<file path="src/rtl/enc4_2_pend.sv">
// Sequential 4-to-2 encoder: captures request strobes into a pending vector and
// emits one code at a time over V/R. Define ENC4_2_RR_EN for round-robin priority.
module enc4_2_pend (
    input  logic       clk,
    input  logic       rst_n,
    input  logic       E,
    input  logic       I0,
    input  logic       I1,
    input  logic       I2,
    input  logic       I3,
    input  logic       R,
    output logic       V,
    output logic       S1,
    output logic       S0,
    output logic       DRP,
    output logic [3:0] PND
);

    logic [3:0] pend;
    logic [3:0] req;
    logic [3:0] clr;
    logic [3:0] pend_next;
    logic [1:0] sel;
    logic       slot_free;
    logic       load;
    logic       drp_next;

    assign req       = E ? {I3, I2, I1, I0} : 4'b0000;
    assign slot_free = !V || R;
    assign load      = slot_free && (pend != 4'b0000);

`ifdef ENC4_2_RR_EN
    logic [1:0] ptr;

    // Search starts one past the last loaded index and wraps back to it.
    always_comb begin
        logic       found;
        logic [1:0] idx;
        // NOTE: every variable gets a default first so no latch is inferred.
        sel   = ptr;
        found = 1'b0;
        idx   = 2'd0;
        for (int i = 1; i <= 4; i++) begin
            idx = ptr + 2'(i);
            if (!found && pend[idx]) begin
                sel   = idx;
                found = 1'b1;
            end
        end
    end

    always_ff @(posedge clk or negedge rst_n) begin
        if (!rst_n) begin
            ptr <= 2'd3;
        end else if (load) begin
            ptr <= sel;
        end
    end
`else
    always_comb begin
        casez (pend)
            4'b1???: sel = 2'd3;
            4'b01??: sel = 2'd2;
            4'b001?: sel = 2'd1;
            default: sel = 2'd0;
        endcase
    end
`endif

    // Set wins over clear: a fresh request for the bit being loaded survives.
    assign clr       = load ? 4'(4'b0001 << sel) : 4'b0000;
    assign pend_next = (pend & ~clr) | req;
    assign drp_next  = |(req & pend & ~clr);

    always_ff @(posedge clk or negedge rst_n) begin
        if (!rst_n) begin
            pend <= 4'b0000;
            V    <= 1'b0;
            S1   <= 1'b0;
            S0   <= 1'b0;
            DRP  <= 1'b0;
        end else begin
            // NOTE: non-blocking so every register updates from pre-edge values.
            pend <= pend_next;
            DRP  <= drp_next;
            if (slot_free) begin
                V <= load;
            end
            if (load) begin
                {S1, S0} <= sel;
            end
        end
    end

    assign PND = pend;

endmodule

</file>
<file path="config.mk">
export PLATFORM = sky130hd
export DESIGN_NAME = enc4_2_pend
export DESIGN_NICKNAME = d
export VERILOG_FILES = /design/src/rtl/enc4_2_pend.sv
export SDC_FILE = /design/constraint.sdc
export NUM_CORES = 1
export LEC_CHECK = 0
export CORE_AREA = 5 5 42 44
export CTS_CLUSTER_SIZE = 16
export DETAILED_ROUTE_END_ITERATION = 6
export DIE_AREA = 0 0 47 49
export PLACE_DENSITY = 0.53
export SYNTH_ARGS = -nofsm -noshare
export SYNTH_HDL_FRONTEND = slang
export SYNTH_SLANG_ARGS = --single-unit
</file>
<file path="constraint.sdc">
create_clock -name clk -period 3.5 [get_ports clk]
set_clock_uncertainty 0.15 [all_clocks]
set_input_delay 0.7 -clock clk [delete_from_list [all_inputs] [get_ports clk]]
set_output_delay 0.7 -clock clk [all_outputs]
set_load 0.05 [all_outputs]
</file>
==> results.sh <==
export IMPL_clk_latency_ns=0.25
export IMPL_vias_per_cell=4.324
export IMPL_cts_resized=0
export IMPL_cts_tree="built"
export IMPL_seqCellArea_um2=200.2
export IMPL_die_area_um2=2303
export IMPL_p_switching_mw=0.1158
export IMPL_p_sw_share_pct=38.06
export IMPL_holdCritPathClass="reg2reg"
export IMPL_timing_final_crit_share_pct=68.01
export IMPL_worst_pin_slew_ns=0.5013
export IMPL_worstPathRequired_ns=2.65
export IMPL_core_um2=1401
export IMPL_cts_buffers=3
export IMPL_powerDensity_nw_per_um2=543.8
export IMPL_fin_nets=62
export IMPL_cp_end_kind="primary output"
export IMPL_grt_max_degree=9
export IMPL_power_frac_clock_pct=24.0
export IMPL_holdBufCountCts=0
export IMPL_area_growth_pct=52.56
export IMPL_fin_hold_ws_ns=0.3515
export IMPL_synth_area_leaders="dfrtp_1 (55%), nand2_1 (7.2%), o21ai_0 (4.1%)"
export IMPL_grt_pass1_vias=298
export IMPL_crit_family="buffers and inverters"
export IMPL_critical_path_max_stage_delay_ns=0.84
export IMPL_placed_area_um2=536.8
export IMPL_fmax_ghz=0.4201
export IMPL_max_vdd_ir_drop_v=0.0001916
export IMPL_ys_seq_elements=8
export IMPL_ys_types=19
export IMPL_critPathArrivalTime_ns=1.53
export IMPL_status="finished, final reports clean"
export IMPL_wl_um=749
export IMPL_fillers=150
export IMPL_synthCells=34
export IMPL_dr_total_vias=294
export IMPL_start_util_pct=26.16
export IMPL_slew_viol_final=0
export IMPL_multiInputGateArea_um2=162.7
export IMPL_fin_util_pct=39.91
export IMPL_io_pins=16
export IMPL_gp_congestion=0.6742
export IMPL_avgSynthCellArea_um2=10.78
export IMPL_drt_pass1_iterations=1
export IMPL_path_cells="clkdlybuf4s50_1"
export IMPL_max_slew_margin_pct=66.47
export IMPL_drive_gt1_share_pct=15.38
export IMPL_yosys_warnings=0
export IMPL_track_usage_pct=7.643
export IMPL_post_cts_buffers=0
export IMPL_crit_type="reg2out"
export IMPL_cts_sink_count=8
export IMPL_clkTransAtPathRegs_ns=0.06
export IMPL_antenna_left=0
export IMPL_drt_iter0_drc=0
export IMPL_fp_dieH_um=49
export IMPL_hold_violations=0
export IMPL_fin_crit_ns=2.381
export IMPL_combPwrFrac_pct=37.3
export IMPL_cts_buffer_depth=2
export IMPL_fp_row_count=14
export IMPL_antenna_found_initial=0
export IMPL_cp_slowest_cell="clkdlybuf4s50_1"
export IMPL_final_area_um2=559.3
export IMPL_cp_start_kind="flop"
export IMPL_drcViolationCount=0
export IMPL_setup_violations=0
export IMPL_clockRootBuffer="clkbuf_4"
export IMPL_power_leakage_nw=0.2491
export IMPL_netlist_area_um2=366.6
export IMPL_grt_overflow_total=0
export IMPL_synth_seq_area_share_pct=54.61
export IMPL_h_tree_depth=1
export IMPL_maxCapViolCount=0
export IMPL_fp_dieW_um=47
export IMPL_yosysTopAreaCellShare_pct=54.61
export IMPL_wl_per_cell_um=11.01
export IMPL_port_buffers=15
export IMPL_crit_fanout=6
export IMPL_p_int_mw=0.1884
export IMPL_tns_ns=0
export IMPL_synth_fp_nets=42
export IMPL_rsz0062_at_grt="no"
export IMPL_pwr_share_seq_pct=38.7
export IMPL_antenna_cells=0
export IMPL_yosys_area_top_type="dfrtp_1"
export IMPL_critPathBufInv=1
export IMPL_grt_pass1_wl_um=1214
export IMPL_hpwl_um=585.2
[through the flow]
| step | cells | power [mW] | worst slack [ns] |
|---|---|---|---|
| after floorplan | 34 | 0.1912 | 1.986 |
| after global placement | 65 | 0.2346 | 1.412 |
| after detailed placement | 65 | 0.2346 | 1.410 |
| after CTS | 68 | 0.3089 | 1.114 |
| after global routing | 68 | 0.3186 | 1.069 |
| final | 68 | 0.3042 | 1.119 |
[per-layer routing]
| layer | global-route usage [%] | up-vias | share of wire (%) |
|---|---|---|---|
| met2 | 10.41 | 11 | 49 |
| met5 | 0 | - | 0 |
| met1 | 9.152 | 129 | 41 |
| met4 | 6.912 | 0 | 0.67 |
| met3 | 2.214 | 2 | 9.1 |
| li1 | - | 152 | - |
[cell type report]
class / instances / area share, %
clock buffer: 3 / 4.027
inverter: 1 / 0.6711
multi-input combinational: 25 / 29.08
sequential: 8 / 35.79
tap: 16 / 3.579
timing repair buffer: 15 / 26.85
[cell families after synthesis]
| kind of cell | synth area share (%) |
|---|---|
| AO/OA/AOI/OAI | 17.40 |
| AND/OR/NAND/NOR | 24.24 |
| multiplexers | 2.730 |
| buffers and inverters | 1.023 |
| flip-flops | 54.61 |
[layout by cell type (no fill, tap or decap), drive strengths merged, types with 2 or more instances in the layout]
master	count
dfrtp	8
nand2	7
clkdlybuf4s50	15
nor2	2
clkbuf	3
nand2b	2
o21ai	5
nor2b	2
[worst paths after layout]
path                        start  endpoint  slack (ns)  depth (start not counted)
hold / removal                 S1        S1        0.35                          2
max in group asynchronous   rst_n    PND[3]        2.35                          1
setup / recovery           PND[1]    PND[1]        1.12                          1
min in group asynchronous   rst_n         V        0.58                          1
hold reg to reg                S1        S1        0.35                          2
setup reg to reg           PND[3]       DRP        2.27                          4
[cell usage after synthesis]
cell type,number
dfrtp_1,8
nand2_1,7
o21ai_0,3
a21oi_1,1
a22o_1,1
a2bb2oi_1,1
and3_1,1
inv_1,1
mux2i_1,1
nand2b_1,1
nand2b_4,1
nor2_1,1
nor2_2,1
nor2b_1,1
nor2b_4,1
o211ai_2,1
o21ai_1,1
o21ai_2,1
or2_1,1
[worst register-to-register path: stages (launching register included)]
cell	delay [ns]
dfrtp_1	0.42
nor2_2	0.18
nand2b_4	0.08
a2bb2oi_1	0.17
o211ai_2	0.10
[power groups by stage]
| stage | Clock [mW] | Combinational [mW] | Sequential (mW) |
|---|---|---|---|
| 2_1_floorplan | 0 | 0.0253 | 0.166 |
| 3_3_place_gp | 0 | 0.115 | 0.120 |
| 3_5_place_dp | 0 | 0.115 | 0.120 |
| 4_1_cts | 0.0756 | 0.115 | 0.118 |
| 5_1_grt | 0.0784 | 0.120 | 0.120 |
| 6_report | 0.0729 | 0.113 | 0.118 |
[sequential cells by signal (all words and copies together) (netlist names)]
name,count
S1,1
PND,4
S0,1
DRP,1
V,1
Power figures use the tool's default switching activity.
